File: src/rtl/kb_decoder_if.sv
// kb_decoder_if: serial input and decoded display outputs of the scan-code decoder
interface kb_decoder_if;
   logic       SDATA;
   logic       KEYUP;
   logic [3:0] HEX0;
   logic [3:0] HEX1;
   logic [4:0] SREG;
   logic       rollover_i;
   modport master(output SDATA, input KEYUP, HEX0, HEX1, SREG, rollover_i);
   modport slave(input SDATA, output KEYUP, HEX0, HEX1, SREG, rollover_i);
endinterface

File: src/rtl/kb_decoder.sv
// kb_decoder: deframes PS/2-style 11-bit frames and holds the last make/break code
// Optional odd-parity validation enabled by defining KBD_PARITY_CHECK_EN.
module kb_decoder (
   input logic CLK,
   input logic RST,
   kb_decoder_if.slave kb
);
   logic [7:0] data, data_n;
   logic [7:0] hex_n;
   logic       brk, brk_n, keyup_n;
   logic [4:0] sreg_n;
   logic       par_ok;
`ifdef KBD_PARITY_CHECK_EN
   logic parity;
   always_ff @(posedge CLK)
      parity <= RST ? 1'b0 : (kb.SREG == 5'd9 ? kb.SDATA : parity);
   assign par_ok = ^{data, parity};
`else
   assign par_ok = 1'b1;
`endif
   // Out-of-range counter values fall through to the idle default
   always_comb begin
      sreg_n  = 5'd0;
      data_n  = data;
      hex_n   = {kb.HEX1, kb.HEX0};
      keyup_n = kb.KEYUP;
      brk_n   = brk;
      if (kb.SREG == 5'd0)
         sreg_n = kb.SDATA ? 5'd0 : 5'd1;
      else if (kb.SREG <= 5'd8) begin
         data_n[kb.SREG[2:0] - 3'd1] = kb.SDATA;
         sreg_n = kb.SREG + 5'd1;
      end else if (kb.SREG == 5'd9)
         sreg_n = 5'd10;
      else if (kb.SREG == 5'd10 && kb.SDATA && par_ok) begin
         brk_n = data == 8'hF0 ? 1'b1 : 1'b0;
         hex_n = data == 8'hF0 ? hex_n : data;
         keyup_n = data == 8'hF0 ? kb.KEYUP : brk;
      end
   end
   always_ff @(posedge CLK) begin
      if (RST) begin
         kb.SREG       <= 5'd0;
         data          <= 8'd0;
         brk           <= 1'b0;
         kb.HEX0       <= 4'd0;
         kb.HEX1       <= 4'd0;
         kb.KEYUP      <= 1'b0;
         kb.rollover_i <= 1'b0;
      end else begin
         kb.SREG       <= sreg_n;
         data          <= data_n;
         brk           <= brk_n;
         {kb.HEX1, kb.HEX0} <= hex_n;
         kb.KEYUP      <= keyup_n;
         kb.rollover_i <= kb.SREG == 5'd10;
      end
   end
endmodule

File: src/flat_wrapper.sv
// flat-port wrapper written by rule: the top's interface ports become plain ports
module kb_decoder_flat 
  (CLK, RST, kb_SDATA, kb_KEYUP, kb_HEX0, kb_HEX1, kb_SREG, kb_rollover_i);
  kb_decoder_if kb_i ();
  input logic CLK;
  input logic RST;
  input wire logic [$bits(kb_i.SDATA)-1:0] kb_SDATA;
  output wire logic [$bits(kb_i.KEYUP)-1:0] kb_KEYUP;
  output wire logic [$bits(kb_i.HEX0)-1:0] kb_HEX0;
  output wire logic [$bits(kb_i.HEX1)-1:0] kb_HEX1;
  output wire logic [$bits(kb_i.SREG)-1:0] kb_SREG;
  output wire logic [$bits(kb_i.rollover_i)-1:0] kb_rollover_i;
  assign kb_i.SDATA = kb_SDATA;
  assign kb_KEYUP = kb_i.KEYUP;
  assign kb_HEX0 = kb_i.HEX0;
  assign kb_HEX1 = kb_i.HEX1;
  assign kb_SREG = kb_i.SREG;
  assign kb_rollover_i = kb_i.rollover_i;
  kb_decoder u_core (.CLK(CLK), .RST(RST), .kb(kb_i));
endmodule
File: config.mk
export PLATFORM = sky130hd
export DESIGN_NAME = kb_decoder_flat
export DESIGN_NICKNAME = d
export VERILOG_FILES = /design/src/rtl/kb_decoder_if.sv /design/src/rtl/kb_decoder.sv /design/src/flat_wrapper.sv
export SDC_FILE = /design/constraint.sdc
export NUM_CORES = 1
export LEC_CHECK = 0
export CELL_PAD_IN_SITES_DETAIL_PLACEMENT = 0
export CELL_PAD_IN_SITES_GLOBAL_PLACEMENT = 1
export CORE_MARGIN = 1.5
export CORE_UTILIZATION = 40
export DETAILED_ROUTE_END_ITERATION = 12
export PLACE_DENSITY_LB_ADDON = 0.3
export SLEW_MARGIN = 20
export SYNTH_ARGS = -nofsm -noshare
export SYNTH_HDL_FRONTEND = slang
export SYNTH_SLANG_ARGS = --single-unit
File: constraint.sdc
create_clock -name CLK -period 2.6 [get_ports CLK]
set_input_delay 0.39 -clock CLK [delete_from_list [all_inputs] [get_ports CLK]]
set_output_delay 0.39 -clock CLK [all_outputs]
set_load 0.05 [all_outputs]
==> impl_metrics.json, run 1 <==
{
  "clock_skew_ps": 6.43,
  "r2r_setup_slack_ps": 490,
  "cts_hold_buf": 0,
  "critPathCapture": "kb_SREG[2]",
  "crit_cells": 1,
  "cp-end-kind": "output pin",
  "antenna_found_initial": 0,
  "io_buffers": 17,
  "drt_iter0_markers": 17,
  "initial_utilization": 0.421,
  "drc": 0,
  "grt_overflow": 0,
  "syn_area_per_cell_um2": 9.84,
  "cap_violations": 0,
  "synth_compound_gate_area_share": 0.109,
  "cts_max_level": 1,
  "tns_ps": 0,
  "cts_setup_buffers": 0,
  "startpoint": "u_core.kb.SREG[2]",
  "critPathArrivalTime_ps": 1730,
  "post_cts_resized": 0,
  "syn_inst": 118,
  "synth_top_area_share": 0.414,
  "synth_edf_count": 0,
  "synth_xor_area_frac": 0.0151,
  "ys_seq_elements": 24,
  "gp_congestion": 0.790,
  "fmax_mhz": 472,
  "yosysSeqAreaShare": 0.414,
  "leakage_nw": 0.458,
  "hpwlAfterDp_mm": 1.52,
  "clk_path_buf_depth": 2,
  "die_h_um": 56.9,
  "pin_count": 18,
  "yosys-top-cells-count": "24 x dfxtp_1, 11 x mux2i_1, 9 x nand2b_1",
  "path_buf_inv": 1,
  "drive_gt1_frac": 0.0985,
  "die_x_um": 56.9,
  "diodes": 0,
  "yosysWarnings": 0,
  "status": "finished clean",
  "whs_ps": 477,
  "cts_buffers": 3,
  "grt_pass1_vias": 787,
  "yosys_most_used_dff": "dfxtp_1",
  "cp-start-kind": "flip-flop",
  "grt_max_degree": 18,
  "wl_per_cell_um": 13.0,
  "hold_path_depth": 2,
  "syn-cell-area_um2": 1160,
  "cts_tree": "done",
  "coreArea_um2": 2760,
  "vias": 874,
  "crit_type": "reg2out",
  "hp-class": "reg2reg",
  "synth_fa_ha_area_frac": 0.0539,
  "cp_slowest_stage_delay_ps": 870,
  "yosys-mux-area-fraction": 0.105,
  "r2r_start": "u_core.kb.SREG[0]",
  "finalNetCount": 141,
  "vdd_ir_drop_max_mv": 0.459,
  "crit_slowest_cell": "clkdlybuf4s50_1",
  "rsz0062_at_grt": "false",
  "power.total_w": 0.000615,
  "clk_pin_slew_ps": 130,
  "cts-root-buf": "clkbuf_4",
  "dieArea_um2": 3230,
  "synth-simple-area-share": 0.247,
  "clock_latency_ps": 310,
  "grt_usage": 0.143,
  "post-route-period-util": 0.815,
  "power_per_cell_area_nw_per_um2": 449,
  "setup_viol": 0,
  "rows": 19,
  "syn_nets": 126,
  "path_cells": "clkdlybuf4s50_1",
  "synth_top_cell_by_area": "dfxtp_1",
  "yosys.cell_types.count": 40,
  "cp_max_fo": 10,
  "clkSinkCount": 24,
  "critPathTopFamily": "buffers and inverters",
  "slew_violations": 0,
  "grt_pass1_wl_mm": 3.58,
  "hold_violations": 0,
  "wl_mm": 2.11,
  "critPathRequiredTime_ps": 2210,
  "reg2reg_depth": 6,
  "synth-async-reset-ratio": 0,
  "vias_per_cell": 5.36,
  "first_pass_iters": 4,
  "period_needed_ps": 2120,
  "synthTopCellsByArea": "dfxtp_1 41%, mux2i_1 9.5%, ha_1 5.4%",
  "area_growth_pct": 18.0,
  "synth_top_family_by_area": "simple AND/OR/NAND/NOR gates",
  "antenna_left": 0,
  "yosysMostFrequentCell": "dfxtp_1",
  "reg2reg_to": "u_core.kb.HEX0[2]"
}
-- registers in the layout, indices dropped and copies added (netlist names) --
name and flops:
u_core.data 8, u_core.kb.SREG 5, u_core.kb.HEX0 4, u_core.kb.HEX1 4
u_core.brk 1, u_core.kb.KEYUP 1, u_core.kb.rollover_i 1
-- through the flow --
stage | cell area, um^2 | util | std cells | setup slack (ps)
global placement | 1330 | 0.484 | 159 | 593
global route | 1370 | 0.497 | 163 | 216
CTS | 1370 | 0.497 | 163 | 467
finish | 1370 | 0.497 | 163 | 481
floorplan | 1160 | - | 118 | 281
detailed placement | 1330 | 0.484 | 159 | 503
-- logic make-up after synthesis --
group,after synthesis
xor+xnor,2
compound gates,16
mux,12
buf+inv,13
fa+ha+maj,5
other cells,1
simple gates,45
flops,24
-- where the power goes --
part | switching [W] | internal, W
sequential | 0.00000487 | 0.000370
combinational | 0.0000270 | 0.0000183
clock | 0.000109 | 0.0000855
total | 0.000141 | 0.000474
-- layer usage --
metal	vias up	GRT usage	wire, um
li1	443	-	-
met5	-	0	0
met4	0	0.0432	18
met1	410	0.190	1070
met3	2	0.0530	99
met2	19	0.214	923
-- area by class of cell --
class | count | area, um^2
fillers | 263 | 1390
flip-flops and latches | 24 | 480
repair buffers | 18 | 178
well taps | 31 | 38.8
clock buffers | 4 | 36.3
multi-input cells | 81 | 618
inverters | 5 | 18.8
-- how the worst min path moves through the flow --
stage	end	start
CTS	u_core.kb.HEX1[3]	u_core.kb.HEX1[3]
global placement	u_core.kb.HEX1[3]	u_core.kb.HEX1[3]
detailed placement	u_core.kb.HEX1[3]	u_core.kb.HEX1[3]
floorplan	u_core.kb.HEX1[3]	u_core.data[7]
finish	u_core.kb.HEX1[3]	u_core.kb.HEX1[3]
global route	u_core.kb.HEX1[3]	u_core.kb.HEX1[3]
-- cell usage in the layout, fill, tap and decap left out, drive strengths merged --
cell           netlist  final
a211oi               1      1
a21oi                2      2
a221oi               1      1
a22oi                3      3
a32oi                1      1
and2                 1      1
and3b                1      1
and4bb               1      1
buf                  5      1
clkbuf               3      4
clkdlybuf4s50        0     17
conb                 1      1
dfxtp               24     24
ha                   5      5
inv                  5      5
mux2                 1      1
mux2i               11     11
nand2                2      2
nand2b               9      9
nand3                1      1
nand3b               4      4
nand4                1      1
nand4b               1      1
nor2                 7      7
nor2b                1      1
nor3                 7      7
nor3b                2      2
nor4                 4      4
nor4b                1      1
o211ai               1      1
o21ai                7      7
or2b                 1      1
or4b                 1      1
xnor2                1      1
xor2                 1      1
(Power assumes the default switching activity.)
==> run 2: changes to the inputs <==
CORE_UTILIZATION = 36   (was 40)
clock period = 1.9 ns   (was 2.6 ns; I/O delays follow)
==> run 2 against run 1 <==
  * Via count grew 4.8%
  * Die area grew 11%
  * Cell area grew 11%
  * Non-clock buffer count grew 6
  * Clock skew shrank 3.8 ps
  * Clock power grew 67%
  * Clock-buffer cell count is the same
  * Critical endpoint is now kb_SREG[1]
==> impl_metrics.json, run 2 (synthesis results as in run 1) <==
{
  "status": "finished clean",
  "rows": 20,
  "stdcell_area_um2": 1520,
  "clkSinkCount": 24,
  "clock_latency_ps": 320,
  "switchingPower_w": 0.000218,
  "antenna_left": 0,
  "fin_cells": 183,
  "regMostFlops": "u_core.data",
  "r2r_start": "u_core.kb.SREG[0]",
  "final_common_cell": "dfxtp_1",
  "drc": 0,
  "power_frac_clock": 0.355,
  "cp-end-kind": "output pin",
  "coreArea_um2": 3050,
  "tns_ps": 0,
  "drive_gt1_frac": 0.223,
  "die_x_um": 59.8,
  "critPathRequiredTime_ps": 1620,
  "fmax_mhz": 552,
  "grt_max_degree": 16,
  "largest_register_ffs": 8,
  "drt_iter0_markers": 14,
  "post-route-period-util": 0.953,
  "cp-start-kind": "flip-flop",
  "die_h_um": 59.8,
  "path_buf_inv": 1,
  "cts-root-buf": "clkbuf_4",
  "critPathTopFamily": "buffers and inverters",
  "dieArea_um2": 3570,
  "antenna_found_initial": 0,
  "critPathArrivalTime_ps": 1530,
  "internal_power_w": 0.000700,
  "top_regs": "u_core.data: 8 flops, u_core.kb.SREG: 5 flops",
  "clk_path_buf_depth": 2,
  "finalNetCount": 148,
  "hold_path_depth": 2,
  "hold_end": "u_core.kb.HEX1[3]",
  "hold_violations": 0,
  "min_from": "u_core.kb.HEX1[3]",
  "path_cells": "clkdlybuf4s50_1",
  "slew_violations": 0,
  "wl_per_cell_um": 13.4,
  "wl_mm": 2.45,
  "grt_overflow": 0,
  "crit_type": "reg2out",
  "grt_pass1_vias": 830,
  "cp_slowest_stage_delay_ps": 810,
  "hpwlAfterDp_mm": 1.58,
  "setup_viol": 0,
  "period_needed_ps": 1810,
  "crit_slowest_cell": "clkdlybuf4s50_1",
  "r2r_setup_slack_ps": 100,
  "vias_per_cell": 5.01,
  "grt_pass1_wl_mm": 3.92,
  "power_per_cell_area_nw_per_um2": 604,
  "reg2reg_depth": 6,
  "cp_max_fo": 5,
  "gp_congestion": 0.758,
  "final_cell_mix": "22 x dfxtp_1, 13 x clkdlybuf4s50_1, 11 x mux2i_1, 9 x buf_4, 8 x nand2b_1",
  "initial_utilization": 0.380,
  "vdd_ir_drop_max_mv": 0.435,
  "grt_usage": 0.146,
  "cts_hold_buf": 0,
  "fillers": 303,
  "cap_violations": 0,
  "dpl_cell_area_um2": 1380,
  "clk_pin_slew_ps": 140,
  "reg2reg_to": "u_core.data[3]",
  "pin_count": 18,
  "io_buffers": 17,
  "hp-class": "reg2reg",
  "swShare": 0.237,
  "first_pass_iters": 4,
  "vias": 916,
  "p_comb_frac": 0.085,
  "area_growth_pct": 31.0,
  "slew_headroom": 0.664,
  "placedCellCount": 174,
  "clock_skew_ps": 2.63,
  "cts_buffers": 3,
  "worstMarginPinSlew_ps": 503,
  "cts_max_level": 1,
  "diodes": 0,
  "cts_tree": "done",
  "pwr-share-seq": 0.560,
  "leakage_nw": 0.543
}
-- run 2: worst max path at each step --
stage / cells past startpoint / slack [ps] / end / from
after floorplan: 8 / 40 / u_core.kb.HEX0[0] / u_core.kb.SREG[0]
after global placement: 6 / 70 / u_core.data[6] / u_core.kb.SREG[0]
after detailed placement: 6 / 50 / u_core.data[6] / u_core.kb.SREG[0]
after CTS: 6 / -20 / u_core.data[2] / u_core.kb.SREG[0]
after global routing: 7 / -40 / u_core.kb.HEX0[3] / u_core.kb.SREG[0]
final: 1 / 90 / kb_SREG[1] / u_core.kb.SREG[1]
-- run 2: cell type report --
cell class | count | area [um^2] | area share
clock buffers | 4 | 47.5 | 0.0312
well taps | 44 | 55.1 | 0.0362
inverters | 5 | 22.5 | 0.0148
repair buffers | 24 | 223 | 0.146
multi-input cells | 82 | 688 | 0.452
flip-flops and latches | 24 | 485 | 0.319
-- run 2: power groups by stage --
stage / logic, W / registers, W / clock network, W
2_1_floorplan: 0.0000449 / 0.000527 / 0
3_3_place_gp: 0.0000654 / 0.000524 / 0
3_5_place_dp: 0.0000664 / 0.000524 / 0
4_1_cts: 0.0000676 / 0.000513 / 0.000330
5_1_grt: 0.0000851 / 0.000515 / 0.000353
6_report: 0.0000784 / 0.000514 / 0.000326
-- run 2: per-layer routing --
layer,wire (um),global-route usage,vias to the layer above
met4,45,0.0667,0
met3,80,0.0260,5
met1,1200,0.196,431
li1,-,-,466
met2,1120,0.228,14
met5,0,0,-
-- run 2: timing repair --
item	4_1_cts	5_1_grt
setup buffers	0	4
setup endpoints to repair	2	12
pin swaps	0	2
gates resized for setup	0	10
cloned	0	1
-- run 2: stage by stage --
step / util / power (W) / setup WS (ps) / hold slack (ps)
after global routing: 0.498 / 0.000953 / -35.5 / 521
after detailed placement: 0.451 / 0.000591 / 53.9 / 466
final: 0.498 / 0.000918 / 88.7 / 483
after floorplan: - / 0.000572 / 40.8 / 448
after global placement: 0.451 / 0.000589 / 72.6 / 460
after CTS: 0.466 / 0.000911 / -20.4 / 487
